### config.mk
export PLATFORM = sky130hd
export DESIGN_NAME = mem_access_ctrl_flat
export DESIGN_NICKNAME = d
export VERILOG_FILES = /design/src/rtl/mem_access_ctrl_if.sv /design/src/rtl/mem_access_ctrl.sv /design/src/flat_wrapper.sv
export SDC_FILE = /design/constraint.sdc
export NUM_CORES = 1
export LEC_CHECK = 0
export ABC_AREA = 1
export BUFFER_PORTS_ARGS = -buffer_cell sky130_fd_sc_hd__buf_2
export CAP_MARGIN = 5
export CELL_PAD_IN_SITES_DETAIL_PLACEMENT = 0
export CELL_PAD_IN_SITES_GLOBAL_PLACEMENT = 1
export CORE_MARGIN = 3
export CORE_UTILIZATION = 36
export CTS_CLUSTER_DIAMETER = 40
export DETAILED_ROUTE_END_ITERATION = 8
export PLACE_DENSITY_LB_ADDON = 0.1
export SKIP_LAST_GASP = 1
export SLEW_MARGIN = 40
export SYNTH_ARGS = -nofsm -noshare
export SYNTH_HDL_FRONTEND = slang
export SYNTH_SLANG_ARGS = --single-unit
### constraint.sdc
create_clock -name Clk -period 2 [get_ports Clk]
set_input_delay 0.4 -clock Clk [delete_from_list [all_inputs] [get_ports Clk]]
set_output_delay 0.4 -clock Clk [all_outputs]
set_load 0.005 [all_outputs]
### src/rtl/mem_access_ctrl_if.sv
// Request/response and data-memory bus for the load/store access controller.
interface mem_access_ctrl_if;
   logic        Req;
   logic        IsStore;
   logic [1:0]  Size;
   logic        SignExt;
   logic [31:0] Addr;
   logic [31:0] StoreData;
   logic        Busy;
   logic        Done;
   logic        Misaligned;
   logic [31:0] LoadData;
   logic [31:0] MemAddress;
   logic [31:0] MemWriteData;
   logic        MemWrite;
   logic        MemRead;
   logic [31:0] MemReadData;

   // Requester / memory model side
   modport master (
      output Req, IsStore, Size, SignExt, Addr, StoreData, MemReadData,
      input  Busy, Done, Misaligned, LoadData, MemAddress, MemWriteData, MemWrite, MemRead
   );

   // Controller side
   modport slave (
      input  Req, IsStore, Size, SignExt, Addr, StoreData, MemReadData,
      output Busy, Done, Misaligned, LoadData, MemAddress, MemWriteData, MemWrite, MemRead
   );
endinterface

### src/rtl/mem_access_ctrl.sv
// Load/store access controller: byte/halfword/word accesses to a word-wide
// data memory, with lane extraction/extension on loads and read-modify-write
// for sub-word stores. Misaligned accesses are rejected without touching memory.
module mem_access_ctrl (
   input  logic             Clk,
   input  logic             Reset,
   mem_access_ctrl_if.slave bus
);
   typedef enum logic [1:0] {IDLE, READ, WRITE, DONE} state_t;

   state_t      state;
   logic        is_store_q, sext_q;
   logic [1:0]  size_q;
   logic [31:0] addr_q, sdata_q;
   logic        busy_q, done_q, mis_q, rd_q, wr_q;
   logic [31:0] load_q, wdata_q;

   logic        req_word, req_mis;
   logic [4:0]  shamt;
   logic [31:0] lane_raw, lane_mask, load_ext, merged;

   // Size 11 behaves as a word; alignment is judged on the live request
   assign req_word = bus.Size[1];
   assign req_mis  = (bus.Size == 2'b01 && bus.Addr[0]) ||
                     (req_word && bus.Addr[1:0] != 2'b00);

   // Lane position, right-aligned load value and merged store word for the captured access
   always_comb begin
      shamt     = 5'd0;
      lane_mask = 32'hFFFF_FFFF;
      if (!size_q[1]) begin
         shamt     = size_q[0] ? {addr_q[1], 4'b0000} : {addr_q[1:0], 3'b000};
         lane_mask = (size_q[0] ? 32'h0000_FFFF : 32'h0000_00FF) << shamt;
      end
      lane_raw = bus.MemReadData >> shamt;
      load_ext = lane_raw;
      if (!size_q[1]) begin
         if (size_q[0]) load_ext = {{16{sext_q & lane_raw[15]}}, lane_raw[15:0]};
         else           load_ext = {{24{sext_q & lane_raw[7]}},  lane_raw[7:0]};
      end
      merged = (bus.MemReadData & ~lane_mask) | ((sdata_q << shamt) & lane_mask);
   end

   // Access sequencer with registered strobes/outputs
   always_ff @(posedge Clk) begin
      if (!Reset) begin
         state      <= IDLE;
         is_store_q <= 1'b0;
         sext_q     <= 1'b0;
         size_q     <= 2'b00;
         addr_q     <= '0;
         sdata_q    <= '0;
         busy_q     <= 1'b0;
         done_q     <= 1'b0;
         mis_q      <= 1'b0;
         rd_q       <= 1'b0;
         wr_q       <= 1'b0;
         load_q     <= '0;
         wdata_q    <= '0;
      end else begin
         case (state)
            IDLE: if (bus.Req) begin
               is_store_q <= bus.IsStore;
               sext_q     <= bus.SignExt;
               size_q     <= bus.Size;
               addr_q     <= bus.Addr;
               sdata_q    <= bus.StoreData;
               busy_q     <= 1'b1;
               if (req_mis) begin
                  state  <= DONE;
                  done_q <= 1'b1;
                  mis_q  <= 1'b1;
               end else if (bus.IsStore && req_word) begin
                  state   <= WRITE;
                  wr_q    <= 1'b1;
                  wdata_q <= bus.StoreData;
               end else begin
                  // loads and sub-word stores both need the current word first
                  state <= READ;
                  rd_q  <= 1'b1;
               end
            end
            READ: begin
               rd_q <= 1'b0;
               if (is_store_q) begin
                  state   <= WRITE;
                  wr_q    <= 1'b1;
                  wdata_q <= merged;
               end else begin
                  state  <= DONE;
                  done_q <= 1'b1;
                  load_q <= load_ext;
               end
            end
            WRITE: begin
               state   <= DONE;
               wr_q    <= 1'b0;
               wdata_q <= '0;
               done_q  <= 1'b1;
            end
            DONE: begin
               state  <= IDLE;
               done_q <= 1'b0;
               mis_q  <= 1'b0;
               busy_q <= 1'b0;
            end
         endcase
      end
   end

   assign bus.Busy         = busy_q;
   assign bus.Done         = done_q;
   assign bus.Misaligned   = mis_q;
   assign bus.LoadData     = load_q;
   assign bus.MemRead      = rd_q;
   // no write may land on a reset edge
   assign bus.MemWrite     = wr_q & Reset;
   assign bus.MemWriteData = wdata_q;
   assign bus.MemAddress   = busy_q ? {addr_q[31:2], 2'b00} : 32'h0;
endmodule

### src/flat_wrapper.sv
// flat-port wrapper written by rule: the top's interface ports become plain ports
module mem_access_ctrl_flat 
  (Clk, Reset, bus_Req, bus_IsStore, bus_Size, bus_SignExt, bus_Addr, bus_StoreData, bus_MemReadData, bus_Busy, bus_Done, bus_Misaligned, bus_LoadData, bus_MemAddress, bus_MemWriteData, bus_MemWrite, bus_MemRead);
  mem_access_ctrl_if bus_i ();
  input  logic Clk;
  input  logic Reset;
  input wire logic [$bits(bus_i.Req)-1:0] bus_Req;
  input wire logic [$bits(bus_i.IsStore)-1:0] bus_IsStore;
  input wire logic [$bits(bus_i.Size)-1:0] bus_Size;
  input wire logic [$bits(bus_i.SignExt)-1:0] bus_SignExt;
  input wire logic [$bits(bus_i.Addr)-1:0] bus_Addr;
  input wire logic [$bits(bus_i.StoreData)-1:0] bus_StoreData;
  input wire logic [$bits(bus_i.MemReadData)-1:0] bus_MemReadData;
  output wire logic [$bits(bus_i.Busy)-1:0] bus_Busy;
  output wire logic [$bits(bus_i.Done)-1:0] bus_Done;
  output wire logic [$bits(bus_i.Misaligned)-1:0] bus_Misaligned;
  output wire logic [$bits(bus_i.LoadData)-1:0] bus_LoadData;
  output wire logic [$bits(bus_i.MemAddress)-1:0] bus_MemAddress;
  output wire logic [$bits(bus_i.MemWriteData)-1:0] bus_MemWriteData;
  output wire logic [$bits(bus_i.MemWrite)-1:0] bus_MemWrite;
  output wire logic [$bits(bus_i.MemRead)-1:0] bus_MemRead;
  assign bus_i.Req = bus_Req;
  assign bus_i.IsStore = bus_IsStore;
  assign bus_i.Size = bus_Size;
  assign bus_i.SignExt = bus_SignExt;
  assign bus_i.Addr = bus_Addr;
  assign bus_i.StoreData = bus_StoreData;
  assign bus_i.MemReadData = bus_MemReadData;
  assign bus_Busy = bus_i.Busy;
  assign bus_Done = bus_i.Done;
  assign bus_Misaligned = bus_i.Misaligned;
  assign bus_LoadData = bus_i.LoadData;
  assign bus_MemAddress = bus_i.MemAddress;
  assign bus_MemWriteData = bus_i.MemWriteData;
  assign bus_MemWrite = bus_i.MemWrite;
  assign bus_MemRead = bus_i.MemRead;
  mem_access_ctrl u_core (.Clk(Clk), .Reset(Reset), .bus(bus_i));
endmodule
### Yosys cells after proc, flatten, opt, wreduce, memory -nomap -nowiden

Index checks and enable logic that the tools add are counted.

| operators by class | value |
|---|---|
| eq/ne operators | 11 |
| shifts and indexed selects | 3 |
| muxes and demuxes | 33 |
| bitwise gates (word level) | 8 |
| reduce and logical (&&, ||, !) cells | 16 |

Operator list:

| cell | count |
|---|---|
| two-way mux 32 bit | 8 |
| one-hot mux 32 bit (3 select lines) | 1 |
| bitwise AND 32 bit | 2 |
| NOT 32 bit | 1 |
| OR 32 bit | 1 |
| << shifter 16 x 5 -> 32 bit | 1 |
| << shifter 32 x 5 -> 32 bit | 1 |
| >> shifter 32 x 5 -> 32 bit | 1 |
| two-way mux 16 bit | 1 |
| two-way mux 1 bit | 12 |
| != test 2 bit, second input constant | 4 |
| one-hot mux 2 bit (4 select lines) | 1 |
| two-way mux 2 bit | 3 |
| != test 2 x 1 -> 1 bit, second input constant | 3 |
| one-hot mux 1 bit (2 select lines) | 3 |
| AND reduction 2 bit | 3 |
| AND reduction 3 bit | 2 |
| nonzero test 2 bit | 3 |
| two-way mux 5 bit | 1 |
| AND reduction 5 bit | 1 |
| equality test 2 x 1 -> 1 bit, second input constant | 2 |
| equality test 2 bit, second input constant | 2 |
| two-way mux 4 bit | 1 |
| one-hot mux 1 bit (4 select lines) | 1 |
| other kinds (8) | 12 |

| storage, ports and cells | value |
|---|---|
| register bits | 139 |
| output and inout bits | 101 |
| logic and storage cells | 84 |

### Longest topological paths before layout

| logic depth | value |
|---|---|
| depth after elaboration | 8 |
| gate-level depth with buffers | 13 |
| gate-level depth less buffers | 11 |

### Worst setup path before layout

Ideal clock, no wire load.

| path | value |
|---|---|
| path type | register to register |
| start point | register u_core.state[0] |
| end point | register u_core.wdata_q[20] (netlist: u_core.bus.MemWriteData[20]) |
| setup time | 117 ps |
| data arrival time | 1514 ps |
| required time | 1883 ps |
| path slack | 369 ps |
| stages on the path, launching flop included | 13 |
| path buffers | 2 |
| period minus slack after synthesis | 1631 ps |
| cells stage by stage | dfxtp_1 inv_1 ha_1 buf_4 inv_2 nor2_2 inv_2 nand2_2 nor2_2 buf_2 nand2_1 a21oi_1 nor2_1 |

| between the ends | value |
|---|---|
| cells in the longest elaborated chain, start to end | 3 |
| elaborated cells between the ends (all ways) | 10 |
| classes of those cells | 6 x eq/ne; 1 x mux; 3 x reduce/logical |

Ends and longest elaborated chain:

| item | RTL line | source |
|---|---|---|
| start, declared | mem_access_ctrl.sv:11 | `state_t state;` |
| start signal, assigned | mem_access_ctrl.sv:47 | `state <= IDLE;` |
| start signal, assigned | mem_access_ctrl.sv:70 | `state <= DONE;` |
| start signal, assigned | mem_access_ctrl.sv:74 | `state <= WRITE;` |
| equality test 2 x 1 -> 1 bit, or another cell as far along | mem_access_ctrl.sv:61 | `case (state)` |
| != test 2 x 1 -> 1 bit (no line), or another cell as far along | n/a |  |
| AND reduction 5 bit (no line) | n/a |  |
| end signal, assigned | mem_access_ctrl.sv:76 | `wdata_q <= bus.StoreData;` |
| end signal, assigned | mem_access_ctrl.sv:88 | `wdata_q <= merged;` |
| end, declared | mem_access_ctrl.sv:16 | `logic [31:0] load_q, wdata_q;` |

Several ways; a longest one is shown, not always the timed one.
A chain may end at the register's enable or synchronous reset.

### Worst setup path after layout

| path | value |
|---|---|
| start point | register u_core.state[0] |
| end point | register u_core.wdata_q[21] (netlist: u_core.bus.MemWriteData[21]) |

The elaborated chain is that of the path after synthesis.

==> summary.md <==
| Metric | Value |
|---|---|
| Crit path max fanout | 50 |
| Hold Crit Class | in -> reg |
| All-Layer GR Usage | 0.210 |
| Die area | 0.0227 mm² |
| Synthesis-stage register bit count | 139 |
| Unrepaired setup endpoints after global routing | no |
| Syn_area_per_cell | 6.23 µm² |
| Ratio of cells with drive above 1 in the final layout | 0.201 |
| Synth top cells by count | 242 x nor2_1, 238 x nand2_1, 159 x inv_1 |
| GRT Residual Overflow | 0 |
| Power per cell area | 1490 mW/mm² |
| Synth top area share | 0.370 |
| Largest area contributor in the netlist | dfxtp_1 |
| Register area | 0.00278 mm² |
| Pin count of the biggest net entering global routing | 67 |
| Fill cell count | 2253 |
| # IOs | 204 |
| Die Span X | 151 µm |
| Setup crit start kind | flip-flop |
| Skew-Pair Late Insertion Delay | 420 ps |
| Synth Instances | 1207 |
| Finished Layout Cells | 1658 |
| Final Cycle Share | 0.897 |
| Nets | 1484 |
| CTS sink count | 139 |
| Static Leak | 5.00 nW |
| Hold Vio Cnt, Final | 0 |
| TritonCTS clock tree | built |
| Vias per cell | 4.69 |
| Worst-case clock buffer depth | 2 |
| Peak VDD IR | 0.000766 V |
| Sequential-to-total area share from yosys stat | 0.370 |
| First-pass GRT wire length | 37700 µm |
| Initial antenna violation count | 2 |
| Core area | 0.0204 mm² |
| 1st-iter DRT viols | 471 |
| 1st-pass router iterations | 5 |
| Area of the multi-input gates | 0.00367 mm² |
| Synth async-reset ratio | 0 |
| Initial core utilization | 0.369 |
| Final ANT Viol Nets | 0 |
| Vias in the first global route | 7029 |
| Port Buffers | 201 |
| Area of the mapped netlist | 0.00752 mm² |
| Final setup violation count | 0 |
| Setup TNS | 0 ps |
| Max Clock Skew | 7.35 ps |
| CTS HTree Levels | 4 |
| Yosys warnings | 0 |
| Final total power | 13.7 mW |
| Vert. Die Dim | 151 µm |
| Pins Over Slew Limit | 0 |
| Post-DP HPWL | 17400 µm |
| Fmax | 557 MHz |
| Period minus WS final | 1790 ps |
| CTS buffer count | 17 |
| Synth cell types | 32 |
| Top cells by area, synth | dfxtp_1 37%, nor2_1 12%, nand2_1 12%, o21ai_0 9.4%, inv_1 7.9% |
| Worst hold slack | 236 ps |
| # DRC | 0 |
| Worst setup path class | reg -> reg |
| Main flop type after synthesis | dfxtp_1 |
| Final estimated routing congestion in global placement | 0.845 |
| WL per Instance | 14.6 µm |
| Post-CTS Hold Fix Bufs | 0 |
| Rows | 52 |
| Worst EP arrival | 2100 ps |
| Finished Core Util | 0.453 |
| Worst path required time | 2310 ps |
| Synth-to-Final Area Change | 22.8% |
| Post-synth EDFFs | 0 |
| Status | finished clean |
| Vias post-DR | 7773 |
| CTS clock-pin slew for the worst setup and hold paths | 60 ps |
| Max Cap Viol | 0 |
| DRT Wirelength | 24200 µm |
| Count leader, synth | nor2_1 |
| Clock root buffer | clkbuf_16 |
| Inst Count DP | 1627 |
| Crit path capture type | flip-flop |
layout by cell type, fill, tap and decap left out, types with 5 or more instances in the layout:
| cell | Yosys | routed |
|---|---|---|
| inv_1 | 159 | 159 |
| nand2_2 | 5 | 6 |
| dfxtp_1 | 139 | 139 |
| clkinv_2 | 0 | 5 |
| nand2_1 | 238 | 237 |
| buf_2 | 21 | 201 |
| nor2_1 | 242 | 242 |
| clkbuf_16 | 0 | 17 |
| o211ai_1 | 8 | 8 |
| buf_4 | 7 | 22 |
| nand3_1 | 95 | 95 |
| o21ai_0 | 141 | 141 |
| a21oi_1 | 70 | 70 |
kinds of logic (layout without fill, tap and decap cells):
group	Yosys count	in the layout	synth area share
compound gates	225	225	0.155
fa+ha+maj	5	5	0.00832
buf+inv	245	424	0.143
flops	139	139	0.370
other cells	1	3	0.000499
simple gates	592	592	0.323
routing by layer:
layer / vias up / share of wire / global-route usage
met2: 213 / 0.45 / 0.336
met3: 29 / 0.059 / 0.0385
met4: 2 / 0.020 / 0.0613
met5: - / 0.00041 / 0
li1: 4088 / - / -
met1: 3441 / 0.47 / 0.290
per-stage QoR:
stage                     worst slack, ps  area (µm²)
after CTS                             129        9230
after detailed placement              141        8670
final                                 206        9230
after floorplan                       369        7520
after global placement                209        8670
after global routing                 17.4        9230
path summary, 6_finish.rpt:
check | from | endpoint | slack, ps | depth (start not counted)
worst max-delay path | u_core.state[0] | u_core.bus.MemWriteData[21] | 210 | 11
worst min-delay path | bus_Addr[5] | u_core.addr_q[5] | 240 | 3
worst max register to register | u_core.state[0] | u_core.bus.MemWriteData[21] | 210 | 11
worst min register to register | u_core.sdata_q[8] | u_core.sdata_q[8] | 450 | 2
where the power goes:
group          switching (mW)  internal, mW
combinational            4.06          2.33
sequential              0.485          3.79
clock                    1.26          1.82
layout make-up:
type                       count  share of cell area
multi-input combinational    824               0.398
sequential                   139               0.301
timing repair buffer         227               0.136
inverter                     167              0.0684
clock buffer                  18              0.0465
tap                          270              0.0366
clock inverter                12              0.0137
antenna                        1            0.000271
worst max-delay path, stage by stage (launching register included):
cell and delay [ps]:
dfxtp_1 390, inv_1 100, ha_2 250, inv_2 80, nor2_2 50, inv_2 90, nand2_2 70, nor2_2 130
buf_12 220, nand2_1 80, a21oi_1 130, nor2_1 50
timing repair:
| action | in CTS | in global routing |
|---|---|---|
| setup buffers | 0 | 0 |
| hold endpoints to repair | 0 | 0 |
| endpoints found under the setup margin | 0 | 22 |
| gates resized for setup | 0 | 1 |
state kept, by name (all words and copies together) (netlist names):
signal,flops
u_core.addr_q,32
u_core.wr_q,1
u_core.size_q,2
u_core.sext_q,1
u_core.bus.LoadData,32
u_core.bus.MemWriteData,32
u_core.bus.MemRead,1
u_core.bus.Misaligned,1
u_core.sdata_q,32
u_core.state,2
u_core.is_store_q,1
u_core.bus.Busy,1
u_core.bus.Done,1
Power figures use the tool's default switching activity.
